File: src/rtl/strum_judge_pkg.sv
// Shared constants, FSM encoding and multiplier helper for the strum judge and game-side blocks.
package strum_judge_pkg;

    localparam int unsigned NLANES          = 4;
    localparam int unsigned DEBOUNCE_CYCLES = 16;
    localparam int unsigned WINDOW_TICKS    = 2;
    localparam int unsigned HIT_POINTS      = 10;
    localparam int unsigned COMBO_STEP      = 10;
    localparam int unsigned MAX_MULT        = 4;
    localparam int unsigned SCORE_W         = 32;

    typedef enum logic [1:0] {
        StIdle,
        StArmed,
        StResolved
    } state_e;

    // Multiplier for a given combo: 1 + min(combo / COMBO_STEP, MAX_MULT - 1).
    function automatic logic [2:0] mult_of(input logic [7:0] combo);
        int unsigned steps;
        steps = 32'(combo) / COMBO_STEP;
        if (steps > MAX_MULT - 1) begin
            steps = MAX_MULT - 1;
        end
        return 3'(steps + 1);
    endfunction

endpackage

File: src/rtl/strum_judge_if.sv
// Player-input and scoring signals between the game side (master) and the judge (slave).
interface strum_judge_if;
    import strum_judge_pkg::*;

    logic                gameclk;
    logic                strum;
    logic [NLANES-1:0]   buttons;
    logic [NLANES-1:0]   intersections;
    logic                hit;
    logic                miss;
    logic [7:0]          combo;
    logic [2:0]          multiplier;
    logic [SCORE_W-1:0]  score;

    modport master (
        output gameclk, strum, buttons, intersections,
        input  hit, miss, combo, multiplier, score
    );

    modport slave (
        input  gameclk, strum, buttons, intersections,
        output hit, miss, combo, multiplier, score
    );

endinterface

File: src/rtl/strum_judge_sync_debounce.sv
// 2-FF synchronizer, stability counter and rising-edge pulse for one asynchronous input.
module strum_judge_sync_debounce #(
    parameter int unsigned Cycles = 16
) (
    input  logic clk_i,
    input  logic rst_i,
    input  logic async_i,
    output logic rise_o
);

    localparam int unsigned CntW = (Cycles > 1) ? $clog2(Cycles) : 1;

    logic            meta_q, sync_q;
    logic            level_q, level_d;
    logic            rise_q, rise_d;
    logic [CntW-1:0] cnt_q, cnt_d;

    // Level flips on the Cycles-th consecutive sample that disagrees with it.
    always_comb begin
        level_d = level_q;
        rise_d  = 1'b0;
        cnt_d   = '0;
        if (sync_q != level_q) begin
            if (cnt_q == CntW'(Cycles - 1)) begin
                level_d = sync_q;
                rise_d  = sync_q;
            end else begin
                cnt_d = cnt_q + 1'b1;
            end
        end
    end

    // Synchronizer, debounce state and registered edge pulse.
    always_ff @(posedge clk_i) begin
        if (rst_i) begin
            meta_q  <= 1'b0;
            sync_q  <= 1'b0;
            level_q <= 1'b0;
            rise_q  <= 1'b0;
            cnt_q   <= '0;
        end else begin
            meta_q  <= async_i;
            sync_q  <= meta_q;
            level_q <= level_d;
            rise_q  <= rise_d;
            cnt_q   <= cnt_d;
        end
    end

    assign rise_o = rise_q;

endmodule

File: src/rtl/strum_judge.sv
// Hit judging FSM, judgement window and combo/multiplier/score datapath for the guitar game.
module strum_judge
    import strum_judge_pkg::*;
#(
    parameter int unsigned DebounceCycles = DEBOUNCE_CYCLES,
    parameter int unsigned WindowTicks    = WINDOW_TICKS
) (
    input  logic          clock,
    input  logic          reset,
    strum_judge_if.slave  bus
);

    localparam int unsigned WinW = $clog2(WindowTicks + 1);

    logic               strum_ev, tick;
    state_e             state_q, state_d;
    logic [WinW-1:0]    win_q, win_d;
    logic [NLANES-1:0]  pending_q, pending_d;
    logic               judge_hit, judge_miss, close, load;
    logic               hit_q, hit_d, miss_q, miss_d;
    logic [7:0]         combo_q, combo_d;
    logic [2:0]         mult_q, mult_d;
    logic [SCORE_W-1:0] score_q, score_d;
    logic [SCORE_W:0]   sum;

    strum_judge_sync_debounce #(.Cycles(DebounceCycles)) u_strum (
        .clk_i   (clock),
        .rst_i   (reset),
        .async_i (bus.strum),
        .rise_o  (strum_ev)
    );

    strum_judge_sync_debounce #(.Cycles(1)) u_gameclk (
        .clk_i   (clock),
        .rst_i   (reset),
        .async_i (bus.gameclk),
        .rise_o  (tick)
    );

    // Next state, window countdown and the hit/miss judgement for this cycle.
    always_comb begin
        state_d    = state_q;
        win_d      = win_q;
        pending_d  = pending_q;
        judge_hit  = 1'b0;
        judge_miss = 1'b0;
        close      = 1'b0;
        load       = 1'b0;
        unique case (state_q)
            StIdle: begin
                judge_miss = strum_ev;
                load       = tick && (bus.intersections != '0);
            end
            StArmed: begin
                if (strum_ev) begin
                    judge_hit  = (bus.buttons == pending_q);
                    judge_miss = (bus.buttons != pending_q);
                    state_d    = StResolved;
                end
                if (tick) begin
                    win_d = win_q - 1'b1;
                    close = (win_q == WinW'(1));
                    // A strum on the closing tick was already judged; no expiry miss then.
                    if (close && !strum_ev) begin
                        judge_miss = 1'b1;
                    end
                end
            end
            StResolved: begin
                judge_miss = strum_ev;
                if (tick) begin
                    win_d = win_q - 1'b1;
                    close = (win_q == WinW'(1));
                end
            end
            default: state_d = StIdle;
        endcase
        if (close) begin
            state_d = StIdle;
            load    = (bus.intersections != '0);
        end
        if (load) begin
            pending_d = bus.intersections;
            win_d     = WinW'(WindowTicks);
            state_d   = StArmed;
        end
    end

    // Scoring: score uses the multiplier in force before this hit.
    always_comb begin
        hit_d   = judge_hit;
        miss_d  = judge_miss;
        combo_d = combo_q;
        mult_d  = mult_q;
        score_d = score_q;
        sum     = {1'b0, score_q} + (SCORE_W + 1)'(HIT_POINTS * 32'(mult_q));
        if (judge_hit) begin
            combo_d = (combo_q == 8'hFF) ? combo_q : combo_q + 8'd1;
            mult_d  = mult_of(combo_d);
            score_d = sum[SCORE_W] ? '1 : sum[SCORE_W-1:0];
        end else if (judge_miss) begin
            combo_d = 8'd0;
            mult_d  = 3'd1;
        end
    end

    // FSM and window registers.
    always_ff @(posedge clock) begin
        if (reset) begin
            state_q   <= StIdle;
            win_q     <= '0;
            pending_q <= '0;
        end else begin
            state_q   <= state_d;
            win_q     <= win_d;
            pending_q <= pending_d;
        end
    end

    // Registered judgement pulses and scoring state.
    always_ff @(posedge clock) begin
        if (reset) begin
            hit_q   <= 1'b0;
            miss_q  <= 1'b0;
            combo_q <= 8'd0;
            mult_q  <= 3'd1;
            score_q <= '0;
        end else begin
            hit_q   <= hit_d;
            miss_q  <= miss_d;
            combo_q <= combo_d;
            mult_q  <= mult_d;
            score_q <= score_d;
        end
    end

    assign bus.hit        = hit_q;
    assign bus.miss       = miss_q;
    assign bus.combo      = combo_q;
    assign bus.multiplier = mult_q;
    assign bus.score      = score_q;

endmodule
File: src/flat_wrapper.sv
// flat-port wrapper written by rule: the top's interface ports become plain ports
module strum_judge_flat import strum_judge_pkg::*;
#(
    parameter int unsigned DebounceCycles = DEBOUNCE_CYCLES,
    parameter int unsigned WindowTicks    = WINDOW_TICKS
)
  (clock, reset, bus_gameclk, bus_strum, bus_buttons, bus_intersections, bus_hit, bus_miss, bus_combo, bus_multiplier, bus_score);
  strum_judge_if bus_i ();
  input  logic clock;
  input  logic reset;
  input wire logic [$bits(bus_i.gameclk)-1:0] bus_gameclk;
  input wire logic [$bits(bus_i.strum)-1:0] bus_strum;
  input wire logic [$bits(bus_i.buttons)-1:0] bus_buttons;
  input wire logic [$bits(bus_i.intersections)-1:0] bus_intersections;
  output wire logic [$bits(bus_i.hit)-1:0] bus_hit;
  output wire logic [$bits(bus_i.miss)-1:0] bus_miss;
  output wire logic [$bits(bus_i.combo)-1:0] bus_combo;
  output wire logic [$bits(bus_i.multiplier)-1:0] bus_multiplier;
  output wire logic [$bits(bus_i.score)-1:0] bus_score;
  assign bus_i.gameclk = bus_gameclk;
  assign bus_i.strum = bus_strum;
  assign bus_i.buttons = bus_buttons;
  assign bus_i.intersections = bus_intersections;
  assign bus_hit = bus_i.hit;
  assign bus_miss = bus_i.miss;
  assign bus_combo = bus_i.combo;
  assign bus_multiplier = bus_i.multiplier;
  assign bus_score = bus_i.score;
  strum_judge #(.DebounceCycles(DebounceCycles), .WindowTicks(WindowTicks)) u_core (.clock(clock), .reset(reset), .bus(bus_i));
endmodule
File: config.mk
export PLATFORM = sky130hd
export DESIGN_NAME = strum_judge_flat
export DESIGN_NICKNAME = d
export VERILOG_FILES = /design/src/rtl/strum_judge_pkg.sv /design/src/rtl/strum_judge_if.sv /design/src/rtl/strum_judge_sync_debounce.sv /design/src/rtl/strum_judge.sv /design/src/flat_wrapper.sv
export SDC_FILE = /design/constraint.sdc
export NUM_CORES = 1
export LEC_CHECK = 0
export ABC_AREA = 1
export CAP_MARGIN = 0
export CELL_PAD_IN_SITES_DETAIL_PLACEMENT = 1
export CELL_PAD_IN_SITES_GLOBAL_PLACEMENT = 1
export CORE_UTILIZATION = 40
export DETAILED_ROUTE_END_ITERATION = 6
export PLACE_DENSITY_LB_ADDON = 0.1
export SLEW_MARGIN = 30
export SYNTH_ARGS = -nofsm -noshare
export SYNTH_HDL_FRONTEND = slang
export SYNTH_SLANG_ARGS = --single-unit
File: constraint.sdc
create_clock -name clock -period 4.6 [get_ports clock]
set_input_delay 0.92 -clock clock [delete_from_list [all_inputs] [get_ports clock]]
set_output_delay 0.92 -clock clock [all_outputs]
set_load 0.02 [all_outputs]
==> results.txt, run 1 <==
The path length in cells of the critical path came out at 34. The most common cell in the synthesized netlist is sky130_fd_sc_hd__nand2_1. STA classifies the critical path startpoint as a flip-flop. The layout cell share with drive strength beyond 1 came out at 16.1%. The detailed placer's ending HPWL came out at 8.58 mm. The capture point of the worst reg-to-reg path is u_core.bus.multiplier[1]$_SDFFE_PP0P_. Power comes to 1.10 mW.

The TritonCTS sink count came out at 66. After floorplanning, the core was divided into 36 placement rows. The final-report hold violation count was 0. The worst-case setup margin in the final layout came out at 0.222 ns. Among all stages on the critical path, the largest delay is contributed by sky130_fd_sc_hd__dfxtp_4.

The TritonCTS clock tree is built. Yosys mapped a number of flops with a built-in enable equal to 0. The cell family contributing the most delay on the critical path is simple AND/OR/NAND/NOR gates. The I/O pin count is 57. For this run, the top clock speed supported by timing is 228 MHz. The synthesis warning total came out at 0.

The detail route stage leaves a number of antenna-violating nets equal to 0. The worst stage delay on the critical path came out at 0.37 ns. Before CTS, the worst setup slack after placement is -0.0419 ns. In this run the critical register-to-register path is launched from u_core.bus.combo[1]$_SDFFE_PP0P_. For this run, the leading register cell type out of synthesis is sky130_fd_sc_hd__dfxtp_1.

The end point of the critical path is u_core.bus.multiplier[1]$_SDFFE_PP0P_. The total leakage power came out at 2.06 nW. The clock-pin slew on the worst setup and hold paths came out at 0.08 ns. In this run the tool buffered the top-level ports with 56 buffer cells. The setup check on the worst reg-to-reg path leaves a slack of 0.22 ns. The slew at the pin closest to its max-slew limit is 0.709 ns. The most numerous cell on the critical path is sky130_fd_sc_hd__nand2_2. Using the TritonRoute via totals, the vias-per-cell ratio works out to 5.17. The cell depth of the worst flop-to-flop path came out at 34. The total standard cell area after synthesis came out at 4000 sq um.

The number of buffers inserted during clock tree synthesis came out at 9. The remaining global-route overflow came out at 0. In this run the power density over the cells is 214 nW/um^2.

The critical path endpoint category is a flip-flop. The die is 102 um wide. STA puts the critical path data required time at 4.83 ns.

Setup violations remaining at the end of the flow were counted as 0. The core region is 9730 sq um. Excluding fillers, the count of instances in the completed layout stands at 766. The via count of the first global-routing pass came out at 4164. The buffer cell driving the clock tree root is sky130_fd_sc_hd__clkbuf_8.

The net count of the finished layout is 662. The final-report max-slew violation count was 0. The share of the cycle needed by the critical path after routing came out at 95.2%. The critical path is of the reg -> reg type. After synthesis, the share of flip-flops with an asynchronous set or reset is 0%. The peak fanout along the critical path came out at 5.

The headroom to the max-slew limit is 52.6%. The count of hold-fix buffers inserted at cts is 0. The post-synthesis average cell area is 7.22 sq um. The number of instances in the synthesized netlist is 554. The count of different cell masters after synthesis came out at 43.

The initial antenna violation count is 0. The post-route worst hold slack came out at 0.408 ns. The post-route clock skew is 0.0101 ns.

The die covers 10400 sq um. The min-delay analysis places its worst path in the category reg -> reg. The worst-skew pair later-pin latency is 0.34 ns. In this run the worst setup path begins at u_core.bus.combo[1]$_SDFFE_PP0P_. The pin count of the biggest net entering global routing is 30. The post-synthesis net count is 588. The congestion estimate from routability-driven global placement came to 0.849. Of all cell types, the one taking the most synthesized area is sky130_fd_sc_hd__dfxtp_1. The minimum period implied by the final worst setup slack is 4.38 ns.

The total buffers and inverters traversed by the critical path came out at 5. Across every metal layer, demand over resource in global routing totals 23.1%. The number of H-tree levels came out at 3. VDD sags by at most 0.129 mV. The die height came out at 102 um. The first global-routing pass estimated 18.9 mm of wire. The sequential fraction of the synthesis area came out at 33.0%. By area the synthesized netlist is led by sky130_fd_sc_hd__dfxtp_1 33%, sky130_fd_sc_hd__nand2_1 8.4%, sky130_fd_sc_hd__inv_1 6.8%.

The initial core utilization came out at 41.1%. In this run the deepest clock path goes through 2 buffers. The area growth from synthesis to layout is 28.4%. The post-detailed-route DRC marker count came out at 0.

The first-iteration detailed-routing DRC count came out at 62. The diode insertion count for antenna repair came out at 0. The flow ran to the end, and the final reports show no timing, DRC or antenna violations. Summed over its instances, the top area cell type makes up 33.0% of the synthesized netlist area. For the worst setup path, the data arrival time is 4.60 ns. The total wire length after detailed routing is 11.4 mm. Dividing the detail-routed wire length by the instance count gives 14.9 um. The via count came out at 3962. The number of instances in the placed design is 741. The count of state elements after synthesis came out at 66. The number of detailed-routing iterations run before antenna repair is 4. The max capacitance violation total is 0.

In the synthesized netlist, the cells that appear most often are 90 x sky130_fd_sc_hd__nand2_1, 72 x sky130_fd_sc_hd__inv_1, 66 x sky130_fd_sc_hd__dfxtp_1.
per-layer routing:
layer / wire (um) / part of all wire [%] / up-vias / GRT usage, %
li1: - / - / 1973 / -
met1: 5070 / 44 / 1910 / 27.9
met2: 5790 / 51 / 63 / 40.8
met3: 386 / 3.4 / 16 / 5.06
met4: 191 / 1.7 / 0 / 7.47
met5: 0 / 0 / - / 0
logic make-up after synthesis:
| logic type | Yosys count | share of synthesized area [%] |
|---|---|---|
| xor gates and xnor gates | 29 | 6.35 |
| buffers and inverters | 86 | 8.07 |
| and+or+nand+nor | 256 | 31.8 |
| AOI/OAI and AO/OA | 93 | 13.3 |
| muxes | 1 | 0.250 |
| DFF | 66 | 33.0 |
| other | 1 | 0.0937 |
| adders and majority gates | 22 | 7.06 |
layout make-up:
| cell class | count | area (sq um) |
|---|---|---|
| Inverter | 79 | 297 |
| Clock buffer | 11 | 141 |
| Fill cell | 1262 | 4590 |
| Clock inverter | 5 | 53.8 |
| Multi-Input combinational cell | 403 | 2490 |
| Tap cell | 133 | 166 |
| Timing Repair Buffer | 69 | 662 |
| Sequential cell | 66 | 1330 |
state kept, by name (all words and copies together), names as in the netlist:
| register | cells |
|---|---|
| u_core.bus.score | 32 |
| u_core.bus.combo | 8 |
| u_core.pending_q | 4 |
| u_core.u_strum.cnt_q | 4 |
| u_core.bus.multiplier | 3 |
| u_core.state_q | 2 |
| u_core.win_q | 2 |
| u_core.bus.hit | 1 |
| u_core.bus.miss | 1 |
| u_core.u_gameclk.cnt_q | 1 |
| u_core.u_gameclk.level_q | 1 |
| u_core.u_gameclk.meta_q | 1 |
| u_core.u_gameclk.rise_o | 1 |
| u_core.u_gameclk.sync_q | 1 |
| u_core.u_strum.level_q | 1 |
| u_core.u_strum.meta_q | 1 |
| u_core.u_strum.rise_o | 1 |
| u_core.u_strum.sync_q | 1 |
repair_timing:
| action | CTS | global route |
|---|---|---|
| hold endpoints to repair | 0 | 0 |
| endpoints found under the setup margin | 1 | 3 |
| buffers inserted | 0 | 8 |
| resized for setup | 2 | 31 |
| pin swaps | 1 | 17 |
| gates cloned | 0 | 1 |
power by group:
part / leakage [nW] / switching (mW) / total, mW / internal, mW
combinational: 1.43 / 0.0174 / 0.0310 / 0.0137
clock: 0.103 / 0.227 / 0.490 / 0.263
sequential: 0.535 / 0.00219 / 0.576 / 0.574
total: 2.06 / 0.246 / 1.10 / 0.851
tightest hold or removal path: cells and delay by family, from the launching register on:
kind | cells | cell delay (ns)
DFF | 1 | 0.30
buffers and inverters | 1 | 0.04
and+or+nand+nor | 1 | 0.03
worst min-delay path by stage:
stage                     slack (ns)                                 end  cells after the start                                  start
final                           0.41    u_core.u_strum.sync_q$_SDFF_PP0_                      2       u_core.u_strum.meta_q$_SDFF_PP0_
after global placement          0.40    u_core.u_strum.sync_q$_SDFF_PP0_                      2       u_core.u_strum.meta_q$_SDFF_PP0_
after detailed placement        0.40    u_core.u_strum.sync_q$_SDFF_PP0_                      2       u_core.u_strum.meta_q$_SDFF_PP0_
after global routing            0.42    u_core.u_strum.sync_q$_SDFF_PP0_                      2       u_core.u_strum.meta_q$_SDFF_PP0_
after CTS                       0.41  u_core.u_gameclk.rise_o$_SDFF_PP0_                      1  u_core.u_gameclk.level_q$_SDFFE_PP0P_
after floorplan                 0.39  u_core.u_gameclk.sync_q$_SDFF_PP0_                      2     u_core.u_gameclk.meta_q$_SDFF_PP0_
stage by stage:
step / util, % / setup TNS, ns / instance area [sq um]
2_1_floorplan: - / 0 / 4000
3_3_place_gp: 48.7 / 0 / 4740
3_5_place_dp: 48.7 / -0.0419 / 4740
4_1_cts: 50.8 / 0 / 4940
5_1_grt: 52.8 / -0.0978 / 5140
6_report: 52.8 / 0 / 5140
cells in the final DEF (no fill, tap or decap), types with 4 or more instances in the layout:
master,n
sky130_fd_sc_hd__clkbuf_8,10
sky130_fd_sc_hd__nor2_1,58
sky130_fd_sc_hd__nand2_2,19
sky130_fd_sc_hd__a31oi_1,10
sky130_fd_sc_hd__nand3_4,5
sky130_fd_sc_hd__nand2_4,9
sky130_fd_sc_hd__inv_2,6
sky130_fd_sc_hd__a21oi_1,37
sky130_fd_sc_hd__o21ai_0,24
sky130_fd_sc_hd__xnor2_1,9
sky130_fd_sc_hd__xor2_1,20
sky130_fd_sc_hd__nor2_4,6
sky130_fd_sc_hd__nand2_1,85
sky130_fd_sc_hd__inv_1,71
sky130_fd_sc_hd__nand4_1,11
sky130_fd_sc_hd__ha_1,19
sky130_fd_sc_hd__nand3_2,5
sky130_fd_sc_hd__nor3_1,9
sky130_fd_sc_hd__buf_4,12
sky130_fd_sc_hd__a211oi_1,4
sky130_fd_sc_hd__dfxtp_1,62
sky130_fd_sc_hd__o21ai_2,4
sky130_fd_sc_hd__nand3_1,32
sky130_fd_sc_hd__clkdlybuf4s50_1,56
sky130_fd_sc_hd__nor2_2,8
Power figures use the tool's default switching activity.
==> run 2, diff against run 1 <==
--- a/config.mk
+++ b/config.mk
@@ -15,4 +15,5 @@
 export SLEW_MARGIN = 30
 export SYNTH_ARGS = -nofsm -noshare
 export SYNTH_HDL_FRONTEND = slang
+export SYNTH_HIERARCHICAL = 1
 export SYNTH_SLANG_ARGS = --single-unit
==> results.txt, run 2 <==
The total wire length after detailed routing is 12.3 mm (+7.1%). The startpoint of the worst-slack reg-to-reg timing path is u_core/bus.combo[0]$_SDFFE_PP0P_. The slowest stage of the critical path is the sky130_fd_sc_hd__dfxtp_4 cell. The maximum achievable frequency came out at 215 MHz (-5.8%). The headroom to the max-slew limit came out at 54.9% (+2.3 points). The count of different cell masters after synthesis is 49 (+14%).

The minimum period implied by the final worst setup slack is 4.65 ns (+0.270 ns). The initial core utilization is 41.8% (+0.63 points). The flip-flop count of the largest register after layout came out at 32 (unchanged). The count of flip-flops with a built-in enable after synthesis came out at 0 (unchanged). The most critical setup path has its endpoint at u_core/bus.multiplier[1]$_SDFFE_PP0P_.

The post-detailed-route DRC marker count came to 0 (unchanged). The clock-pin slew on the worst setup and hold paths was 0.08 ns (about the same). The wire length of the first global-routing pass is 18.3 mm (-3.1%).

The total core area was 9860 sq um (+1.4%). The width of the die was 103 um (+1.4%). The die height was 103 um (+1.4%). The sequential fraction of the synthesis area came out at 32.1% (-0.94 points). The post-layout instance area came to 5340 sq um (+4.0%). The routed length per placed instance came out at 15.4 um (+3.2%). The peak fanout along the critical path came to 6 (+1). The compound-cell area share of the yosys netlist is 12.7% (-0.65 points). The run finished, with violations left. The total power per unit cell area was 207 nW/um^2 (-3.2%). For this run, the leading register cell type out of synthesis is sky130_fd_sc_hd__dfxtp_1. The critical path endpoint category is a flip-flop. The worst stage delay on the critical path came out at 0.37 ns (about the same). The number of H-tree levels came out at 3 (unchanged). The remaining global-route overflow is 0 (unchanged).

The post-synthesis net count came out at 602 (+2.4%). The count of state elements after synthesis was 66 (unchanged). The number of buffers inserted during clock tree synthesis is 9 (unchanged). The critical path is of the reg -> reg type.

The maximum buffer depth of the clock tree came out at 2 (unchanged). The endpoint required time on the critical path is 4.83 ns (about the same). The via count normalized by instance count came to 5.21 (+0.68%). Sorting the synthesized cells by area gives the leading types as sky130_fd_sc_hd__dfxtp_1 32%, sky130_fd_sc_hd__nand2_1 10%, sky130_fd_sc_hd__ha_1 6.4%.

The number of nets in the final layout is 691 (+4.4%). The TritonCTS sink count is 66 (unchanged). The XOR/XNOR share of the synthesized area came out at 5.31% (-1.0 points). The TritonCTS clock tree is built. The initial antenna violation count was 0 (unchanged). The total leakage power is 2.17 nW (+5.2%).

The detailed placer's ending HPWL was 8.81 mm (+2.6%). The count of standard-cell rows came out at 36 (unchanged). The final-report setup violation count is 1 (+1). The fill cell total of the finished layout came out at 1229 (-2.6%). The via count came out at 4140 (+4.5%). The first-iteration detailed-routing DRC count was 92 (+48%). The share of synthesized cell area in full adder, half adder and majority cells came to 6.86% (-0.20 points).

The number of instances in the synthesized netlist is 568 (+2.5%). In this run the worst hold path is classified as reg -> reg. The startpoint of the most critical setup path is u_core/bus.combo[0]$_SDFFE_PP0P_. The post-synthesis async set-or-reset flop share came out at 0% (unchanged).

The max capacitance violation total is 0 (unchanged). The pin count of the biggest net entering global routing came to 47 (+57%). The layout overhead on the synthesized area is 29.7%.

The final reports fail on negative setup slack. The total global-route track usage is 22.0% (-1.1 points). The buffer cell driving the clock tree root is sky130_fd_sc_hd__clkbuf_8. The total power of the final layout came to 1.10 mW (+0.68%). The share of the cycle needed by the critical path after routing is 101% (+5.9 points). The capture point of the worst reg-to-reg path is u_core/bus.multiplier[1]$_SDFFE_PP0P_. The I/O pin count is 57 (unchanged).

By area, the combinational part of the netlist is dominated by simple AND/OR/NAND/NOR gates. The arrival time of data at the critical path endpoint was 4.87 ns (+0.27 ns). The most area-hungry cell type in the Yosys netlist is sky130_fd_sc_hd__dfxtp_1. The portion of netlist area occupied by mux cells was 0% (-0.25 points).

The diode insertion count for antenna repair came out at 0 (unchanged). The most common cell in the synthesized netlist is sky130_fd_sc_hd__nand2_1. The final-report hold violation count came to 0 (unchanged). The instance area at placement came out at 4870 sq um (+2.7%).

The reg-to-reg setup timing slack was -0.05 ns (-0.27 ns). The commonest non-fill, non-tap cell in the layout is sky130_fd_sc_hd__nand2_1. The synthesis warning total came out at 6 (+6). The number of antenna-violating nets in the routed design came out at 0 (unchanged). The weighted congestion at the end of routability-driven global placement was 0.797 (-6.1%).

The post-synthesis average cell area came out at 7.25 sq um (+0.40%). The cell depth of the worst flop-to-flop path came to 32 (-5.9%). The worst-case setup margin in the final layout is -0.0482 ns (-0.270 ns).

The simple-gate share of the synthesized area came out at 35.2% (+3.4 points). The total standard cell area after synthesis is 4120 sq um (+2.9%). The post-route clock skew is 0.0113 ns (+0.00125 ns).

The slew at the pin closest to its max-slew limit came to 0.676 ns (-0.0333 ns). The top cell types in the final layout, fill and taps aside, are 112 x sky130_fd_sc_hd__nand2_1, 65 x sky130_fd_sc_hd__inv_1, 61 x sky130_fd_sc_hd__dfxtp_1. The total die area came out at 10700 sq um (+2.9%).

The final-report max-slew violation count is 0 (unchanged). The worst IR drop on VDD came out at 0.217 mV (+68%). The number of detailed-routing iterations run before antenna repair came out at 4 (unchanged). The layout cell share with drive strength beyond 1 was 18.7% (+2.6 points). The worst-skew pair later-pin latency is 0.34 ns (about the same). The total of buffers placed on input and output ports is 56 (unchanged). Sorting the synthesized cells by how often they occur yields 114 x sky130_fd_sc_hd__nand2_1, 66 x sky130_fd_sc_hd__dfxtp_1, 66 x sky130_fd_sc_hd__inv_1. The kind of start point of the critical path is a flip-flop. The most numerous cell type found on the critical path is sky130_fd_sc_hd__nand2_4. The top-area cell type share of the netlist area came out at 32.1% (-0.94 points). The via count of the first global-routing pass was 3968 (-4.7%).
==> run 2: cell count changes after synthesis, sizes merged, moves of 2 or more <==
cell,delta
a211oi,-2
inv,-5
nand2,+24
nand4,+5
nor2,-6
o21ai,-4
or2,+3
xnor2,+5
xor2,-9
==> run 2: layer usage <==
metal	wire length (um)	vias up	share of wire [%]	global-route usage, %
met5	0	-	0	0
met4	124	0	1.0	4.44
met3	366	12	3.0	4.44
met2	6240	71	51	39.8
met1	5520	2009	45	27.1
li1	-	2048	-	-
==> run 2: layout make-up <==
type	instances	area [sq um]	area share, %
Clock buffer	9	124	2.32
Clock inverter	7	76.3	1.43
Inverter	75	283	5.29
Multi-Input combinational cell	420	2580	48.3
Sequential cell	66	1330	24.9
Tap cell	133	166	3.11
Timing Repair Buffer	85	782	14.6
==> run 2: worst min-delay path by stage <==
| stage | from | to | slack [ns] | depth (start not counted) |
|---|---|---|---|---|
| finish | u_core/u_gameclk/meta_q$_SDFF_PP0_ | u_core/u_gameclk/sync_q$_SDFF_PP0_ | 0.41 | 2 |
| global route | u_core/u_gameclk/meta_q$_SDFF_PP0_ | u_core/u_gameclk/sync_q$_SDFF_PP0_ | 0.42 | 2 |
| CTS | u_core/u_gameclk/meta_q$_SDFF_PP0_ | u_core/u_gameclk/sync_q$_SDFF_PP0_ | 0.42 | 2 |
| detailed placement | u_core/u_gameclk/meta_q$_SDFF_PP0_ | u_core/u_gameclk/sync_q$_SDFF_PP0_ | 0.40 | 2 |
| global placement | u_core/u_gameclk/meta_q$_SDFF_PP0_ | u_core/u_gameclk/sync_q$_SDFF_PP0_ | 0.39 | 2 |
| floorplan | u_core/u_gameclk/meta_q$_SDFF_PP0_ | u_core/u_gameclk/sync_q$_SDFF_PP0_ | 0.39 | 2 |
==> run 2: stage by stage <==
stage | instances | worst slack, ns | util [%] | TNS [ns] | hold WS [ns]
after floorplan | 568 | 0.174 | - | 0 | 0.388
after global placement | 757 | 0.158 | 49.4 | 0 | 0.389
after detailed placement | 757 | -0.175 | 49.4 | -0.262 | 0.403
after CTS | 776 | 0.0211 | 51.7 | 0 | 0.415
after global routing | 795 | -0.281 | 54.2 | -0.494 | 0.423
final | 795 | -0.0482 | 54.2 | -0.0482 | 0.408
==> run 2: where the power goes <==
| part | leakage (nW) | internal [mW] | switching (mW) |
|---|---|---|---|
| combinational | 1.54 | 0.0140 | 0.0175 |
| clock | 0.0962 | 0.254 | 0.244 |
| sequential | 0.536 | 0.573 | 0.00190 |
==> run 2: cells by family (layout without fill, tap and decap cells) <==
logic type | after synthesis | count (layout)
adders and majority gates | 22 | 22
AOI/OAI and AO/OA | 89 | 89
other | 1 | 1
DFF | 66 | 66
buffers and inverters | 83 | 176
and+or+nand+nor | 282 | 283
xor gates and xnor gates | 25 | 25
==> run 2: worst max-delay path: cells and delay by family (launching register included) <==
| family | cells | cell delay (ns) |
|---|---|---|
| adders and majority gates | 4 | 0.86 |
| and+or+nand+nor | 18 | 2.14 |
| DFF | 1 | 0.37 |
| AOI/OAI and AO/OA | 4 | 0.54 |
| buffers and inverters | 6 | 0.64 |
==> run 2: timing repair <==
action                                  4_1_cts  5_1_grt
endpoints found under the setup margin        2        3
buffers inserted                              2       19
pin swaps                                     2       17
resized for setup                             4       24
hold buffers                                  0        0
gates cloned                                  1        0
==> run 3, diff against run 2 <==
--- a/config.mk
+++ b/config.mk
@@ -9,7 +9,7 @@
 export CAP_MARGIN = 0
 export CELL_PAD_IN_SITES_DETAIL_PLACEMENT = 1
 export CELL_PAD_IN_SITES_GLOBAL_PLACEMENT = 1
-export CORE_UTILIZATION = 40
+export CORE_UTILIZATION = 36
 export DETAILED_ROUTE_END_ITERATION = 6
 export PLACE_DENSITY_LB_ADDON = 0.1
 export SLEW_MARGIN = 30
==> constraint.sdc (replaced) <==
create_clock -name clock -period 3.9 [get_ports clock]
set_input_delay 0.78 -clock clock [delete_from_list [all_inputs] [get_ports clock]]
set_output_delay 0.78 -clock clock [all_outputs]
set_load 0.02 [all_outputs]
==> results.txt, run 3 (synthesized netlist as in run 2, its figures left out) <==
The arrival time of data at the critical path endpoint came out at 4.40 ns (-0.47 ns). The number of antenna-violating nets in the routed design is 0 (unchanged). The detailed placer's ending HPWL was 9.35 mm (+6.2%).

The worst-skew pair later-pin latency is 0.34 ns (about the same). The I/O pin count is 57 (unchanged). The buffer cell driving the clock tree root is sky130_fd_sc_hd__clkbuf_16. The final cell utilization of the core came out at 52.4% (-1.8 points). Leaving out fill and tap cells, the most frequent cell in the layout is sky130_fd_sc_hd__nand2_1. Setup repair after global routing could not meet its margin everywhere. The final-report hold violation count is 0 (unchanged). The final-report max-slew violation count is 0 (unchanged).

The post-layout instance area is 5750 sq um (+7.6%). The post-detailed-route DRC marker count is 0 (unchanged). The layout cell share with drive strength beyond 1 is 24.2% (+5.5 points).

The diode insertion count for antenna repair came to 0 (unchanged). The die height was 109 um (+5.3%). The kind of start point of the critical path is a flip-flop. The clock-pin slew on the worst setup and hold paths is 0.06 ns (-0.02 ns).

The total core area is 11000 sq um (+11%). The run finished, with violations left. The total die area came out at 11900 sq um (+11%).

The routed length per placed instance came out at 14.9 um (-3.1%). The number of buffers inserted during clock tree synthesis is 9 (unchanged). The remaining global-route overflow is 0 (unchanged).

The number of nets in the final layout is 722 (+4.5%). The type of the worst setup path is reg -> reg. The max capacitance violation total is 0 (unchanged). The width of the die is 109 um (+5.3%). The post-route clock skew is 0.00940 ns (-0.00192 ns). The count of standard-cell rows came to 38 (+5.6%). The total of buffers placed on input and output ports came out at 56 (unchanged). The wire length of the first global-routing pass is 20.6 mm (+13%). The initial core utilization is 37.5% (-4.3 points). The maximum buffer depth of the clock tree is 2 (unchanged).

The via count normalized by instance count is 5.03 (-3.5%). The instance area at placement came out at 5330 sq um (+9.5%). TritonCTS built the clock tree.

The class of the tightest hold or removal check is reg -> reg. The peak fanout along the critical path is 5 (-1). The worst-case setup margin in the final layout is -0.276 ns (-0.228 ns). The final reports fail on negative setup slack. The maximum achievable frequency is 239 MHz (+11%).

The number of detailed-routing iterations run before antenna repair came out at 4 (unchanged). In this design, the critical path's most frequently occurring cell is sky130_fd_sc_hd__nand2_2. The final-report setup violation count was 2 (+1). The largest individual stage delay along the critical path comes from the cell sky130_fd_sc_hd__dfxtp_4. The slew at the pin closest to its max-slew limit was 0.666 ns (-0.00956 ns). The weighted congestion at the end of routability-driven global placement is 0.839 (+5.2%). The worst stage delay on the critical path is 0.37 ns (about the same). The number of instances in the placed design was 807 (+6.6%). The total wire length after detailed routing came to 12.4 mm (+1.5%). The total power per unit cell area is 258 nW/um^2 (+25%).

The endpoint required time on the critical path came out at 4.12 ns (-0.71 ns). The via count of the first global-routing pass came to 4351 (+9.7%). The total power of the final layout is 1.48 mW (+34%). The pin count of the biggest net entering global routing came out at 41 (-13%).

The first-iteration detailed-routing DRC count came to 94 (+2.2%). The minimum period implied by the final worst setup slack is 4.18 ns (-0.472 ns). The total global-route track usage is 22.4% (+0.33 points). The headroom to the max-slew limit came out at 55.6% (+0.64 points). The worst IR drop on VDD came to 0.314 mV (+44%). The number of H-tree levels is 3 (unchanged).

The initial antenna violation count was 0 (unchanged). In the layout the commonest cells are 109 x sky130_fd_sc_hd__nand2_1, 63 x sky130_fd_sc_hd__inv_1, 59 x sky130_fd_sc_hd__buf_4, 59 x sky130_fd_sc_hd__dfxtp_1, 56 x sky130_fd_sc_hd__clkdlybuf4s50_1. The post-route non-filler standard cell count came to 833 (+4.8%). STA classifies the critical path endpoint as a flip-flop.

The TritonCTS sink count is 66 (unchanged). The share of the cycle needed by the critical path after routing is 107% (+6.0 points). The layout overhead on the synthesized area is 39.6%. The via count is 4186 (+1.1%). The post-route worst hold slack is 0.430 ns (+0.0213 ns). The flip-flop count of the largest register after layout came out at 32 (unchanged).

The total leakage power came out at 2.36 nW (+8.9%).
==> run 3: final cells by class <==
cell class              count  area, sq um
multi-input cells         420         2650
repair buffers            116         1020
inverters                  75          287
clock inverters             7         53.8
fillers                  1367         5230
flip-flops and latches     66         1340
clock buffers               9          225
well taps                 140          175
==> run 3: critical path: cells and delay by family (launching register included) <==
| family | cells | cell delay, ns |
|---|---|---|
| compound gates | 3 | 0.39 |
| fa+ha+maj | 4 | 0.74 |
| buf+inv | 6 | 0.46 |
| flops | 1 | 0.37 |
| simple gates | 20 | 2.10 |
==> run 3: worst paths after layout <==
path / from / end / slack, ns / cells past startpoint
max: u_core/bus.combo[0]$_SDFFE_PP0P_ / u_core/bus.multiplier[1]$_SDFFE_PP0P_ / -0.28 / 33
min: u_core/u_gameclk/meta_q$_SDFF_PP0_ / u_core/u_gameclk/sync_q$_SDFF_PP0_ / 0.43 / 2
max reg2reg: u_core/bus.combo[0]$_SDFFE_PP0P_ / u_core/bus.multiplier[1]$_SDFFE_PP0P_ / -0.28 / 33
min reg2reg: u_core/u_gameclk/meta_q$_SDFF_PP0_ / u_core/u_gameclk/sync_q$_SDFF_PP0_ / 0.43 / 2
==> run 3: metrics by stage <==
step           setup WS, ns  setup TNS, ns
6_report             -0.276         -0.417
5_1_grt              -0.521          -1.20
4_1_cts              -0.224         -0.372
3_5_place_dp         -0.308         -0.555
3_3_place_gp        -0.0981         -0.116
2_1_floorplan        -0.203         -0.311
==> run 3: what timing repair did <==
item / CTS / global route
gates resized for setup: 5 / 11
gates cloned: 1 / 0
buffers inserted: 6 / 3
hold buffers: 0 / 0
pin swaps: 20 / 14
endpoints found under the setup margin: 3 / 3
endpoints found under the hold margin: 0 / 0
==> run 3: where the power goes <==
| group | switching (mW) | internal [mW] |
|---|---|---|
| clock | 0.331 | 0.434 |
| sequential | 0.00248 | 0.677 |
| combinational | 0.0213 | 0.0165 |
| total | 0.355 | 1.13 |
==> run 3: per-layer routing <==
| metal | vias up | track usage [%] | share of wire [%] |
|---|---|---|---|
| met5 | - | 0 | 0 |
| met4 | 0 | 5.50 | 0.96 |
| met3 | 8 | 4.36 | 2.6 |
| met2 | 56 | 39.4 | 50 |
| met1 | 2011 | 27.8 | 47 |
| li1 | 2111 | - | - |
